**config.mk**
```make
export PLATFORM = sky130hd
export DESIGN_NAME = timer_ctrl_flat
export DESIGN_NICKNAME = d
export VERILOG_FILES = /design/src/rtl/timer_ctrl_pkg.sv /design/src/rtl/timer_ctrl_if.sv /design/src/rtl/timer_ctrl_ctr_core.sv /design/src/rtl/timer_ctrl.sv /design/src/flat_wrapper.sv
export SDC_FILE = /design/constraint.sdc
export NUM_CORES = 1
export LEC_CHECK = 0
export BUFFER_PORTS_ARGS = -buffer_cell sky130_fd_sc_hd__buf_4
export CAP_MARGIN = 20
export CORE_AREA = 4 4 41 43
export CTS_CLUSTER_SIZE = 24
export DETAILED_ROUTE_END_ITERATION = 10
export DIE_AREA = 0 0 45 47
export PLACE_DENSITY = 0.68
export SLEW_MARGIN = 25
export SYNTH_ARGS = -nofsm -noshare
export SYNTH_HDL_FRONTEND = slang
export SYNTH_HIERARCHICAL = 1
export SYNTH_SLANG_ARGS = --single-unit
```
**constraint.sdc**
```tcl
create_clock -name clk -period 1.8 [get_ports clk]
set_input_delay 0.27 -clock clk [delete_from_list [all_inputs] [get_ports clk]]
set_output_delay 0.27 -clock clk [all_outputs]
set_load 0.02 [all_outputs]
```
**src/rtl/timer_ctrl_pkg.sv**
```systemverilog
// timer_ctrl_pkg: shared FSM state encoding for the timer controller.
package timer_ctrl_pkg;
  typedef enum logic [1:0] {
    IDLE = 2'd0,
    RUN  = 2'd1,
    HOLD = 2'd2,
    DONE = 2'd3
  } state_t;

  function automatic logic is_busy(state_t s);
    return s == RUN || s == HOLD;
  endfunction
endpackage

```
**src/rtl/timer_ctrl_if.sv**
```systemverilog
// timer_ctrl_if: control inputs and status outputs of the timer controller.
interface timer_ctrl_if #(parameter int WIDTH = 3);
  logic             start;
  logic             pause;
  logic             abort;
  logic [WIDTH-1:0] period;
  logic [WIDTH-1:0] count;
  logic             busy;
  logic             tc;
  logic [1:0]       state;
  modport master (output start, pause, abort, period, input count, busy, tc, state);
  modport slave  (input start, pause, abort, period, output count, busy, tc, state);
endinterface

```
**src/rtl/timer_ctrl_ctr_core.sv**
```systemverilog
// ctr_core: WIDTH-bit up-counter with synchronous clear (priority) and enable.
module ctr_core #(parameter int WIDTH = 3) (
  input  logic             clk,
  input  logic             i_clr,
  input  logic             i_en,
  output logic [WIDTH-1:0] o_count
);
  logic [WIDTH-1:0] r_count;
  always_ff @(posedge clk)
    r_count <= i_clr ? '0 : i_en ? r_count + 1'b1 : r_count;
  assign o_count = r_count;
endmodule

```
**src/rtl/timer_ctrl.sv**
```systemverilog
// timer_ctrl: start/pause/abort timer FSM with terminal-count pulse.
// Define TIMER_CTRL_AUTORELOAD_EN to keep running and repeat tc instead of stopping in DONE.
module timer_ctrl
  import timer_ctrl_pkg::*;
#(
  parameter int WIDTH = 3
) (
  input logic         clk,
  input logic         reset,
  timer_ctrl_if.slave bus
);
`ifdef TIMER_CTRL_AUTORELOAD_EN
  localparam state_t TERM_NEXT = RUN;
`else
  localparam state_t TERM_NEXT = DONE;
`endif
  state_t           r_state;
  logic [WIDTH-1:0] r_period;
  logic             r_tc;
  logic [WIDTH-1:0] w_count;
  logic             w_start;
  logic             w_term;
  logic             w_clr;
  logic             w_en;
  assign w_start = bus.start && (r_state == IDLE || r_state == DONE);
  assign w_term  = r_state == RUN && w_count == r_period;
  assign w_clr   = reset || bus.abort || w_start || w_term;
  // the resume edge out of HOLD also counts, so each paused cycle delays tc by exactly one
  assign w_en    = !bus.pause && (r_state == RUN || r_state == HOLD);
  ctr_core #(.WIDTH(WIDTH)) u_ctr (
    .clk    (clk),
    .i_clr  (w_clr),
    .i_en   (w_en),
    .o_count(w_count)
  );
  always_ff @(posedge clk)
    if (reset) begin
      r_state  <= IDLE;
      r_period <= '0;
      r_tc     <= 1'b0;
    end else if (bus.abort) begin
      r_state <= IDLE;
      r_tc    <= 1'b0;
    end else begin
      r_tc     <= w_term;
      r_period <= w_start ? bus.period : r_period;
      r_state  <= w_start ? RUN :
                  w_term ? TERM_NEXT :
                  (r_state == RUN && bus.pause) ? HOLD :
                  (r_state == HOLD && !bus.pause) ? RUN : r_state;
    end
  assign bus.count = w_count;
  assign bus.tc    = r_tc;
  assign bus.state = r_state;
  assign bus.busy  = is_busy(r_state);
endmodule

```
**src/flat_wrapper.sv**
```systemverilog
// flat-port wrapper written by rule: the top's interface ports become plain ports
module timer_ctrl_flat import timer_ctrl_pkg::*;
#(
  parameter int WIDTH = 3
)
  (clk, reset, bus_start, bus_pause, bus_abort, bus_period, bus_count, bus_busy, bus_tc, bus_state);
  timer_ctrl_if #(.WIDTH(WIDTH)) bus_i ();
  input logic clk;
  input logic reset;
  input wire logic [$bits(bus_i.start)-1:0] bus_start;
  input wire logic [$bits(bus_i.pause)-1:0] bus_pause;
  input wire logic [$bits(bus_i.abort)-1:0] bus_abort;
  input wire logic [$bits(bus_i.period)-1:0] bus_period;
  output wire logic [$bits(bus_i.count)-1:0] bus_count;
  output wire logic [$bits(bus_i.busy)-1:0] bus_busy;
  output wire logic [$bits(bus_i.tc)-1:0] bus_tc;
  output wire logic [$bits(bus_i.state)-1:0] bus_state;
  assign bus_i.start = bus_start;
  assign bus_i.pause = bus_pause;
  assign bus_i.abort = bus_abort;
  assign bus_i.period = bus_period;
  assign bus_count = bus_i.count;
  assign bus_busy = bus_i.busy;
  assign bus_tc = bus_i.tc;
  assign bus_state = bus_i.state;
  timer_ctrl #(.WIDTH(WIDTH)) u_core (.clk(clk), .reset(reset), .bus(bus_i));
endmodule
```
==> results of run 1 <==
## area by class of cell
type | instances | area [µm²]
fillers | 144 | 718
multi-input cells | 33 | 241
flip-flops and latches | 9 | 180
repair buffers | 14 | 105
clock buffers | 4 | 26.3
well taps | 15 | 18.8
inverters | 3 | 11.3
## worst paths after layout
kind	from	to	slack, ns	cells after the start
max	u_core/bus.state[0]$_SDFFE_PP0P_	bus_busy	0.31	4
min	bus_abort	u_core/bus.state[0]$_SDFFE_PP0P_	0.20	2
max reg2reg	u_core/bus.state[0]$_SDFFE_PP0P_	u_core/u_ctr/o_count[1]$_SDFFE_PP0P_	0.36	5
min reg2reg	u_core/r_period[1]$_SDFFE_PP0P_	u_core/r_period[1]$_SDFFE_PP0P_	0.52	2
## Yosys cell counts
cell / number / area share, %
sky130_fd_sc_hd__a21bo_2: 1 / 2.3
sky130_fd_sc_hd__a21oi_1: 1 / 1.2
sky130_fd_sc_hd__a311oi_2: 1 / 3.5
sky130_fd_sc_hd__a31oi_1: 1 / 1.4
sky130_fd_sc_hd__dfxtp_1: 9 / 42
sky130_fd_sc_hd__ha_1: 3 / 8.7
sky130_fd_sc_hd__inv_1: 3 / 2.6
sky130_fd_sc_hd__mux2i_1: 4 / 9.2
sky130_fd_sc_hd__nand2_1: 3 / 2.6
sky130_fd_sc_hd__nand2b_1: 1 / 1.4
sky130_fd_sc_hd__nand3_1: 1 / 1.2
sky130_fd_sc_hd__nand3b_1: 2 / 3.5
sky130_fd_sc_hd__nand4_2: 1 / 2.9
sky130_fd_sc_hd__nor2_1: 7 / 6.1
sky130_fd_sc_hd__nor2b_1: 1 / 1.4
sky130_fd_sc_hd__nor3_1: 1 / 1.2
sky130_fd_sc_hd__o21ai_0: 1 / 1.2
sky130_fd_sc_hd__xnor2_1: 4 / 8.1
## layer usage
layer | up-vias | GRT usage (%) | part of all wire (%)
met5 | - | 0 | 0
met4 | 0 | 7.02 | 0
met3 | 0 | 4.98 | 6.7
met2 | 9 | 17.5 | 51
met1 | 160 | 10.6 | 42
li1 | 191 | - | -
## logic make-up (layout without fill, tap and decap cells)
| logic type | after synthesis | in the layout | share of synthesized area, % |
|---|---|---|---|
| buffers and inverters | 3 | 21 | 2.60 |
| AO/OA/AOI/OAI | 5 | 5 | 9.54 |
| flip-flops | 9 | 9 | 41.6 |
| multiplexers | 4 | 4 | 9.25 |
| XOR/XNOR | 4 | 4 | 8.09 |
| AND/OR/NAND/NOR | 17 | 17 | 20.2 |
| adder cells (fa/ha/maj) | 3 | 3 | 8.67 |
## flip-flops by register name (all words and copies together), names as in the netlist
name / cells
u_core/r_period: 3
u_core/u_ctr/o_count: 3
u_core/bus.tc: 1
u_core/bus.state: 2
## power breakdown
| part | switching, mW | leakage, nW | total (mW) | internal, mW |
|---|---|---|---|---|
| registers | 0.00500 | 0.0731 | 0.211 | 0.206 |
| logic | 0.0340 | 0.170 | 0.0667 | 0.0327 |
| clock network | 0.0666 | 0.0150 | 0.152 | 0.0852 |
## worst register-to-register path, delay by kind of cell, from the launching register on
kind,cells,cell delay [ns]
buf+inv,1,0.06
mux,1,0.23
simple gates,2,0.34
flops,1,0.37
fa+ha+maj,1,0.33
## through the flow
stage / hold WS (ns) / instances / setup slack (ns)
after floorplan: 0.338 / 45 / 0.350
after global placement: 0.462 / 74 / 0.430
after detailed placement: 0.464 / 74 / 0.374
after CTS: 0.195 / 78 / 0.293
after global routing: 0.191 / 78 / 0.225
final: 0.202 / 78 / 0.310
==> results.txt, run 1 <==
----------------------------------------------------
[Place]
  Routability congestion estimate from global placement ... 0.707
  Dpl cell area ... 557 µm²
  IO buf count ... 14
  Placed wire-length estimate after detailed placement ... 684 µm

[Worst setup path]
  Signal arrival time at the worst endpoint ... 1.22 ns
  Slowest library cell on the worst path ... sky130_fd_sc_hd__dfxtp_1
  Critical path buffer and inverter count ... 3
  CP Launch Type ... register
  Critical path cell sequence ... inv_1 > ha_1 > inv_1 > buf_4
  Largest stage delay on the critical path ... 0.37 ns
  Required time worst endpoint ... 1.53 ns
  Most frequent CP cell ... sky130_fd_sc_hd__inv_1
  Critical path class ... register to output pin
  Max Fanout on Critical Path ... 4
  Kind of end point of the critical path ... output pin
  Cell family with the largest share of critical-path delay ... flip-flops

[Route]
  Remaining antenna violation count after routing ... 0
  Post-detailed-route wirelength per cell ... 11.1 µm
  Number of vias after detailed routing ... 360
  Routed Wire Length ... 866 µm
  Detailed router's first-iteration violation count ... 0
  Post-detailed-route via-to-cell ratio ... 4.62
  Router iterations before antenna repair ... 1
  # DRC ... 0

[Cells and area]
  Area growth, synth to finish ... 34.7%
  Final net count ... 75
  Design Area, Final ... 583 µm²
  ANT cells ... 0
  Most common library cell in the layout ignoring fill and taps ... sky130_fd_sc_hd__buf_4
  Ratio of cells with drive above 1 in the final layout ... 31.7%
  Final core utilization ... 44.8%
  Commonest cells after routing, fill and taps aside ... sky130_fd_sc_hd__buf_4 (14), sky130_fd_sc_hd__dfxtp_1 (9), sky130_fd_sc_hd__nor2_1 (7), sky130_fd_sc_hd__xnor2_1 (4), sky130_fd_sc_hd__mux2i_1 (4)

[Clock tree]
  Number of buffers inserted to repair setup after CTS ... 0
  Number of buffers added by the clock tree synthesis step ... 3
  Clock root buffer ... sky130_fd_sc_hd__clkbuf_4
  Clock transition at the registers of the reported paths ... 0.06 ns
  Number of levels the H-tree was split into ... 1
  TritonCTS clock tree ... yes
  Number of buffers added to fix hold violations after cts ... 0
  Clk Latency, worst-skew pair ... 0.25 ns
  Bufs on Longest Clock Path ... 2
  Post_cts resized ... 0
  # clock sinks ... 9

[Logic synthesis]
  Post-synthesis average cell area ... 9.62 µm²
  Number of distinct library cells after synthesis ... 18
  Synth warn ... 6
  Sequential-to-total area share from yosys stat ... 41.6%
  Synthesis-stage register bit count ... 9
  Syn Nets ... 56
  Cell area after technology mapping ... 433 µm²
  Syn Inst Count ... 45

[Die]
  Die width ... 45 µm
  FP Rows ... 13
  Core footprint ... 1300 µm²
  Initial Util ... 33.3%
  Num ports ... 15
  DIE HEIGHT ... 47 µm
  Die Area ... 2120 µm²

[Global route]
  Number of antenna violations at the first check in global routing ... 0
  Final global-route overflow total ... 0
  Maximum number of pins on one net before global-route repair ... 7
  Vias in the first global route ... 364
  Global-route usage over all layers ... 10.5%
  Global-route wire length before repair ... 1.54 mm

[Timing]
  Setup repair after global routing missed its margin ... false
  Upper clock frequency limit ... 671 MHz
  Max Slew Vio Count ... 0
  Number of hold violations in the final report ... 0
  Skew final ... 0.00192 ns
  Slew margin rel. ... 78.1%
  Fraction of the cycle the final worst path needs ... 82.8%
  Actual slew at the worst max-slew pin ... 0.328 ns
  Count of endpoints failing setup in the final report ... 0
  Setup total negative slack ... 0 ns
  Shortest period the worst path allows ... 1.49 ns

[Run]
  Max capacitance violation total ... 0

[Power and ir drop]
  Static leakage ... 0.258 nW
  VDD IR max ... 0.365 mV
  Power density cells ... 736 nW/µm²
  Overall power ... 0.429 mW

[Min path]
  Worst hold-check path type ... input pin to register

[Run status]
  Status ... completed

----------------------------------------------------
(Power assumes the default switching activity.)
==> run 2, diff against run 1 <==
--- a/config.mk
+++ b/config.mk
@@ -11,7 +11,7 @@
 export CTS_CLUSTER_SIZE = 24
 export DETAILED_ROUTE_END_ITERATION = 10
 export DIE_AREA = 0 0 45 47
-export PLACE_DENSITY = 0.68
+export PLACE_DENSITY = 0.7
 export SLEW_MARGIN = 25
 export SYNTH_ARGS = -nofsm -noshare
 export SYNTH_HDL_FRONTEND = slang
==> constraint.sdc (replaced) <==
create_clock -name clk -period 1.2 [get_ports clk]
set_input_delay 0.18 -clock clk [delete_from_list [all_inputs] [get_ports clk]]
set_output_delay 0.18 -clock clk [all_outputs]
set_load 0.02 [all_outputs]
==> results.txt, run 2 (synthesis gave the netlist of run 1 again) <==
----------------------------------------------------
[Run status]
  Status ... complete, but fails checks (was completed)
  Violated checks ... setup timing

[Cells and area]
  Most common library cell in the layout ignoring fill and taps ... sky130_fd_sc_hd__buf_4 (unchanged)
  Final net count ... 78 (was 75)
  Commonest cells after routing, fill and taps aside ... sky130_fd_sc_hd__buf_4 (16), sky130_fd_sc_hd__dfxtp_1 (7), sky130_fd_sc_hd__nor2_1 (6), sky130_fd_sc_hd__xnor2_1 (4), sky130_fd_sc_hd__mux2i_1 (4) (was sky130_fd_sc_hd__buf_4 (14), sky130_fd_sc_hd__dfxtp_1 (9), sky130_fd_sc_hd__nor2_1 (7), sky130_fd_sc_hd__xnor2_1 (4), sky130_fd_sc_hd__mux2i_1 (4))
  Design Area, Final ... 637 µm² (was 583 µm²)
  Fin cells ... 81 (was 78)
  Ratio of cells with drive above 1 in the final layout ... 47.0% (was 31.7%)
  ANT cells ... 0 (unchanged)
  Area growth, synth to finish ... 47.1% (was 34.7%)
  Number of fill cells in the layout ... 139 (was 144)

[Clock tree]
  Bufs on Longest Clock Path ... 2 (unchanged)
  Clk Latency, worst-skew pair ... 0.26 ns (was 0.25 ns)
  Clock root buffer ... sky130_fd_sc_hd__clkbuf_4 (unchanged)
  TritonCTS clock tree ... yes (unchanged)
  # clock sinks ... 9 (unchanged)
  Number of levels the H-tree was split into ... 1 (unchanged)
  Clock transition at the registers of the reported paths ... 0.06 ns (about the same)
  Number of buffers added by the clock tree synthesis step ... 3 (unchanged)

[Power and ir drop]
  Relative contribution of sequential cells to total power ... 47.1% (was 49.1%)
  Overall power ... 0.669 mW (was 0.429 mW)
  Internal ... 0.498 mW (was 0.324 mW)
  Static leakage ... 0.273 nW (was 0.258 nW)
  VDD IR max ... 0.514 mV (was 0.365 mV)
  Switching power ... 0.171 mW (was 0.106 mW)
  Power density cells ... 1050 nW/µm² (was 736 nW/µm²)
  Proportion of total power due to net switching ... 25.6% (was 24.6%)
  Part of the power in the clock network ... 35.0% (was 35.4%)
  Comb pwr share ... 17.9% (was 15.5%)

[Timing]
  Fraction of the cycle the final worst path needs ... 104%
  Shortest period the worst path allows ... 1.25 ns
  Setup repair after global routing missed its margin ... true (was false)
  Max Slew Vio Count ... 0 (unchanged)
  Actual slew at the worst max-slew pin ... 0.218 ns (was 0.328 ns)
  Worst Setup Slack, final ... -0.0505 ns (was 0.310 ns)
  Slew margin rel. ... 85.4% (was 78.1%)
  Upper clock frequency limit ... 800 MHz
  Number of hold violations in the final report ... 0 (unchanged)
  Count of endpoints failing setup in the final report ... 1 (was 0)
  Skew final ... 0.00479 ns (was 0.00192 ns)

[Route]
  Routed Wire Length ... 938 µm (was 866 µm)
  # DRC ... 0 (unchanged)
  Detailed router's first-iteration violation count ... 3 (was 0)
  Post-detailed-route wirelength per cell ... 11.6 µm (was 11.1 µm)
  Router iterations before antenna repair ... 2 (was 1)
  Post-detailed-route via-to-cell ratio ... 4.74 (was 4.62)
  Remaining antenna violation count after routing ... 0 (unchanged)
  Number of vias after detailed routing ... 384 (was 360)

[Worst setup path]
  Minimum setup slack among reg-to-reg paths ... 0.01 ns (was 0.36 ns)
  Critical path class ... register to output pin (unchanged)
  Largest stage delay on the critical path ... 0.34 ns (was 0.37 ns)
  Cell family with the largest share of critical-path delay ... flip-flops (unchanged)
  Cell count of the worst reg-to-reg path ... 5 (unchanged)
  Worst reg2reg path endpoint ... u_core/u_ctr/o_count[1]$_SDFFE_PP0P_ (unchanged)
  CP Launch Type ... register (unchanged)
  Slowest library cell on the worst path ... sky130_fd_sc_hd__dfxtp_4 (was sky130_fd_sc_hd__dfxtp_1)
  Critical path buffer and inverter count ... 3 (unchanged)
  Signal arrival time at the worst endpoint ... 1.07 ns (was 1.22 ns)
  Beginning of the worst register-to-register path ... u_core/bus.state[0]$_SDFFE_PP0P_ (unchanged)
  Kind of end point of the critical path ... output pin (unchanged)
  Critical path cell sequence ... inv_2 > ha_4 > inv_2 > buf_6 (was inv_1 > ha_1 > inv_1 > buf_4)
  Most frequent CP cell ... sky130_fd_sc_hd__inv_2 (was sky130_fd_sc_hd__inv_1)
  Max Fanout on Critical Path ... 4 (unchanged)
  Required time worst endpoint ... 1.02 ns (was 1.53 ns)

[Die]
  Core footprint ... 1300 µm² (unchanged)
  Num ports ... 15 (unchanged)
  Initial Util ... 33.3% (unchanged)
  Die width ... 45 µm (unchanged)
  Die Area ... 2120 µm² (unchanged)
  DIE HEIGHT ... 47 µm (unchanged)
  FP Rows ... 13 (unchanged)

[Place]
  Routability congestion estimate from global placement ... 0.682 (was 0.707)
  Cell total after placement ... 75 (was 74)
  IO buf count ... 14 (unchanged)
  Dpl cell area ... 584 µm² (was 557 µm²)

[Min path]
  Worst Hold Path EP ... u_core/bus.state[0]$_SDFFE_PP0P_ (unchanged)
  Worst Hold Launch ... bus_abort (unchanged)
  Worst hold-check path type ... input pin to register (unchanged)
  Number of instances on the worst hold path ... 2 (unchanged)

[Global route]
  Final global-route overflow total ... 0 (unchanged)
  Vias in the first global route ... 383 (was 364)
  Global-route usage over all layers ... 9.83% (was 10.5%)
  Global-route wire length before repair ... 1.45 mm (was 1.54 mm)
  Maximum number of pins on one net before global-route repair ... 7 (unchanged)
  Number of antenna violations at the first check in global routing ... 0 (unchanged)

[Run]
  Max capacitance violation total ... 0 (unchanged)

----------------------------------------------------
[run 2: cell count changes in the layout (fill, tap and decap cells not counted), moves of 2 or more]
cell                      change
sky130_fd_sc_hd__buf_4        +2
sky130_fd_sc_hd__dfxtp_1      -2
sky130_fd_sc_hd__ha_1         -2
sky130_fd_sc_hd__inv_1        -2
sky130_fd_sc_hd__inv_2        +2
[run 2: metrics by stage]
stage | setup TNS, ns | utilization (%) | worst slack [ns] | hold WS [ns]
finish | -0.0505 | 48.9 | -0.0505 | 0.0931
global route | -0.349 | 48.9 | -0.0893 | 0.0808
CTS | -0.0694 | 47.8 | -0.0694 | 0.0807
detailed placement | -0.0540 | 44.9 | -0.0201 | 0.359
global placement | -0.00758 | 44.9 | -0.00504 | 0.362
floorplan | 0 | - | 0.00510 | 0.239
[run 2: layout make-up]
type	instances	area (µm²)	share of cell area, %
multi-input combinational	33	264	41.5
inverter	3	11.3	1.77
sequential	9	185	29.1
clock buffer	4	26.3	4.13
timing repair buffer	17	131	20.6
tap	15	18.8	2.95
[run 2: worst max-delay path by stage]
stage | cells after the start | start | to | slack [ns]
after floorplan | 5 | u_core/bus.state[0]$_SDFFE_PP0P_ | u_core/r_period[0]$_SDFFE_PP0P_ | 0.005
after global placement | 5 | u_core/bus.state[0]$_SDFFE_PP0P_ | u_core/r_period[2]$_SDFFE_PP0P_ | -0.005
after detailed placement | 5 | u_core/bus.state[0]$_SDFFE_PP0P_ | u_core/r_period[0]$_SDFFE_PP0P_ | -0.02
after CTS | 4 | u_core/bus.state[0]$_SDFFE_PP0P_ | bus_busy | -0.07
after global routing | 4 | u_core/bus.state[0]$_SDFFE_PP0P_ | bus_busy | -0.09
final | 4 | u_core/bus.state[0]$_SDFFE_PP0P_ | bus_busy | -0.05
[run 2: per-layer routing]
layer,up-vias,routed length [µm],part of all wire [%],GRT usage [%]
li1,197,-,-,-
met1,176,416,44,11.0
met5,-,0,0,0
met4,0,0,0,7.02
met2,11,447,48,16.1
met3,0,74,7.9,2.68
[run 2: repair_timing]
action | 4_1_cts | 5_1_grt
hold buffers | 0 | 0
pin swaps | 1 | 2
hold endpoints to repair | 0 | 0
gates cloned | 0 | 0
endpoints found under the setup margin | 6 | 7
gates resized for setup | 4 | 2
setup buffers | 1 | 1
[run 2: power by group through the flow]
stage | logic, mW | registers, mW | clock network [mW]
final | 0.119 | 0.315 | 0.234
after global routing | 0.131 | 0.316 | 0.255
after CTS | 0.116 | 0.315 | 0.246
after detailed placement | 0.107 | 0.323 | 0
after global placement | 0.106 | 0.322 | 0
after floorplan | 0.0571 | 0.327 | 0
==> run 3, diff against run 2 <==
--- a/config.mk
+++ b/config.mk
@@ -7,11 +7,13 @@
 export LEC_CHECK = 0
 export BUFFER_PORTS_ARGS = -buffer_cell sky130_fd_sc_hd__buf_4
 export CAP_MARGIN = 20
-export CORE_AREA = 4 4 41 43
+export CELL_PAD_IN_SITES_DETAIL_PLACEMENT = 1
+export CELL_PAD_IN_SITES_GLOBAL_PLACEMENT = 2
+export CORE_MARGIN = 4
+export CORE_UTILIZATION = 24
 export CTS_CLUSTER_SIZE = 24
 export DETAILED_ROUTE_END_ITERATION = 10
-export DIE_AREA = 0 0 45 47
-export PLACE_DENSITY = 0.7
+export PLACE_DENSITY = 0.82
 export SLEW_MARGIN = 25
 export SYNTH_ARGS = -nofsm -noshare
 export SYNTH_HDL_FRONTEND = slang
==> results.txt, run 3 (synthesis gave the netlist of run 1 again) <==
----------------------------------------------------
[Run status]
  Status ... complete, but fails checks (unchanged)
  Violated checks ... setup timing (unchanged)

[Worst setup path]
  Kind of end point of the critical path ... output pin (unchanged)
  Signal arrival time at the worst endpoint ... 1.08 ns (was 1.07 ns)
  Required time worst endpoint ... 1.02 ns (about the same)
  CP Launch Type ... register (unchanged)
  Beginning of the worst register-to-register path ... u_core/bus.state[0]$_SDFFE_PP0P_ (unchanged)
  Minimum setup slack among reg-to-reg paths ... -0.01 ns (was 0.01 ns)
  Cell count of the worst reg-to-reg path ... 5 (unchanged)
  Worst reg2reg path endpoint ... u_core/r_period[2]$_SDFFE_PP0P_ (was u_core/u_ctr/o_count[1]$_SDFFE_PP0P_)
  Max Fanout on Critical Path ... 4 (unchanged)
  Critical path class ... register to output pin (unchanged)

[Clock tree]
  Number of buffers added to fix hold violations after cts ... 0 (unchanged)
  # clock sinks ... 9 (unchanged)
  TritonCTS clock tree ... yes (unchanged)
  Number of levels the H-tree was split into ... 1 (unchanged)
  Clock root buffer ... sky130_fd_sc_hd__clkbuf_4 (unchanged)
  Clk Latency, worst-skew pair ... 0.27 ns (was 0.26 ns)
  Clock transition at the registers of the reported paths ... 0.06 ns (about the same)
  Bufs on Longest Clock Path ... 2 (unchanged)
  Number of buffers added by the clock tree synthesis step ... 3 (unchanged)

[Global route]
  Global-route usage over all layers ... 9.30% (was 9.83%)
  Vias in the first global route ... 383 (unchanged)
  Global-route wire length before repair ... 1.66 mm (was 1.45 mm)
  Number of antenna violations at the first check in global routing ... 0 (unchanged)
  Final global-route overflow total ... 0 (unchanged)
  Maximum number of pins on one net before global-route repair ... 7 (unchanged)

[Die]
  Die Area ... 2550 µm² (was 2120 µm²)
  FP Rows ... 15 (was 13)
  Core footprint ... 1730 µm² (was 1300 µm²)
  DIE HEIGHT ... 50.5 µm (was 47 µm)
  Initial Util ... 25.1% (was 33.3%)
  Die width ... 50.5 µm (was 45 µm)
  Num ports ... 15 (unchanged)

[Route]
  Highest routing layer actually used ... met4 (was met3)
  Remaining antenna violation count after routing ... 0 (unchanged)
  Met3 Routed Length ... 97 µm (was 74 µm)
  Post-detailed-route via-to-cell ratio ... 4.30 (was 4.74)
  Detailed router's first-iteration violation count ... 1 (was 3)
  # DRC ... 0 (unchanged)
  Post-detailed-route wirelength per cell ... 11.2 µm (was 11.6 µm)
  Wire length on met2 ... 504 µm (was 447 µm)
  Met1 Routed Length ... 388 µm (was 416 µm)
  Number of vias after detailed routing ... 387 (was 384)
  Routed Wire Length ... 1.01 mm (was 938 µm)
  Router iterations before antenna repair ... 2 (unchanged)

[Timing]
  Actual slew at the worst max-slew pin ... 0.254 ns (was 0.218 ns)
  Shortest period the worst path allows ... 1.26 ns (was 1.25 ns)
  Max Slew Vio Count ... 0 (unchanged)
  Fraction of the cycle the final worst path needs ... 105% (was 104%)
  Number of hold violations in the final report ... 0 (unchanged)
  Upper clock frequency limit ... 793 MHz (was 800 MHz)
  Slew margin rel. ... 82.9% (was 85.4%)
  Setup total negative slack ... -0.0797 ns (was -0.0505 ns)
  Setup repair after global routing missed its margin ... true (unchanged)
  Count of endpoints failing setup in the final report ... 4 (was 1)
  Skew final ... 0.00781 ns (was 0.00479 ns)
  Worst Setup Slack, final ... -0.0617 ns (was -0.0505 ns)

[Cells and area]
  Most common library cell in the layout ignoring fill and taps ... sky130_fd_sc_hd__buf_4 (unchanged)
  Final core utilization ... 38.0% (was 48.9%)
  Area growth, synth to finish ... 51.4% (was 47.1%)
  Commonest cells after routing, fill and taps aside ... sky130_fd_sc_hd__buf_4 (15), sky130_fd_sc_hd__dfxtp_1 (7), sky130_fd_sc_hd__nor2_1 (6), sky130_fd_sc_hd__mux2i_1 (4) (was sky130_fd_sc_hd__buf_4 (16), sky130_fd_sc_hd__dfxtp_1 (7), sky130_fd_sc_hd__nor2_1 (6), sky130_fd_sc_hd__xnor2_1 (4), sky130_fd_sc_hd__mux2i_1 (4))
  Ratio of cells with drive above 1 in the final layout ... 47.7% (was 47.0%)
  Final net count ... 77 (was 78)
  ANT cells ... 0 (unchanged)

[Place]
  Routability congestion estimate from global placement ... 0.770 (was 0.682)
  Placed wire-length estimate after detailed placement ... 837 µm
  IO buf count ... 14 (unchanged)

[Min path]
  Number of instances on the worst hold path ... 2 (unchanged)
  Worst hold-check path type ... input pin to register (unchanged)
  Worst Hold Path EP ... u_core/bus.state[0]$_SDFFE_PP0P_ (unchanged)
  Worst Hold Launch ... bus_abort (unchanged)

[Power and ir drop]
  VDD IR max ... 0.484 mV (was 0.514 mV)
  Static leakage ... 0.270 nW (was 0.273 nW)
  Overall power ... 0.679 mW (was 0.669 mW)
  Power density cells ... 1040 nW/µm² (was 1050 nW/µm²)

[Run]
  Max capacitance violation total ... 0 (unchanged)

----------------------------------------------------
## run 3: cell count changes in the layout (fill, tap and decap cells not counted), sizes merged
cell and change:
buf -1
## run 3: through the flow
stage	hold slack (ns)	worst slack (ns)	instances	cell area (µm²)
CTS	0.0717	-0.0808	90	634
global placement	0.364	-0.0103	84	589
detailed placement	0.363	-0.0454	84	589
floorplan	0.239	0.00510	45	453
global route	0.0735	-0.107	90	656
finish	0.0838	-0.0617	90	656
## run 3: what timing repair did
action,in CTS,in global routing
endpoints found under the setup margin,6,8
setup buffers,2,0
resized for setup,4,4
pin swaps,3,2
## run 3: how the worst max path moves through the flow
stage	depth (start not counted)	slack [ns]	from	end
floorplan	5	0.005	u_core/bus.state[0]$_SDFFE_PP0P_	u_core/r_period[0]$_SDFFE_PP0P_
global placement	5	-0.01	u_core/bus.state[0]$_SDFFE_PP0P_	u_core/r_period[2]$_SDFFE_PP0P_
detailed placement	5	-0.05	u_core/bus.state[0]$_SDFFE_PP0P_	u_core/r_period[2]$_SDFFE_PP0P_
CTS	4	-0.08	u_core/bus.state[0]$_SDFFE_PP0P_	bus_busy
global route	4	-0.11	u_core/bus.state[0]$_SDFFE_PP0P_	bus_busy
finish	4	-0.06	u_core/bus.state[0]$_SDFFE_PP0P_	bus_busy
## run 3: area by class of cell
class	count	area (µm²)
multi-input combinational	33	278
inverter	3	11.3
sequential	9	185
tap	25	31.3
fill	211	1070
timing repair buffer	16	124
clock buffer	4	26.3
## run 3: routing by layer
layer  vias up  track usage [%]
li1        194                -
met1       175             9.07
met2        14             15.4
met3         4             5.04
met4         0             5.38
met5         -                0
## run 3: worst max-delay path, cell delays in order (launching register included)
cell                      delay [ns]
sky130_fd_sc_hd__dfxtp_4        0.34
sky130_fd_sc_hd__inv_2          0.04
sky130_fd_sc_hd__ha_4           0.28
sky130_fd_sc_hd__inv_2          0.04
sky130_fd_sc_hd__buf_6          0.12
## run 3: power breakdown
group | total, mW | internal (mW) | switching (mW) | leakage (nW)
Sequential | 0.316 | 0.308 | 0.00774 | 0.0743
Combinational | 0.125 | 0.0635 | 0.0617 | 0.181
Clock | 0.238 | 0.128 | 0.110 | 0.0150
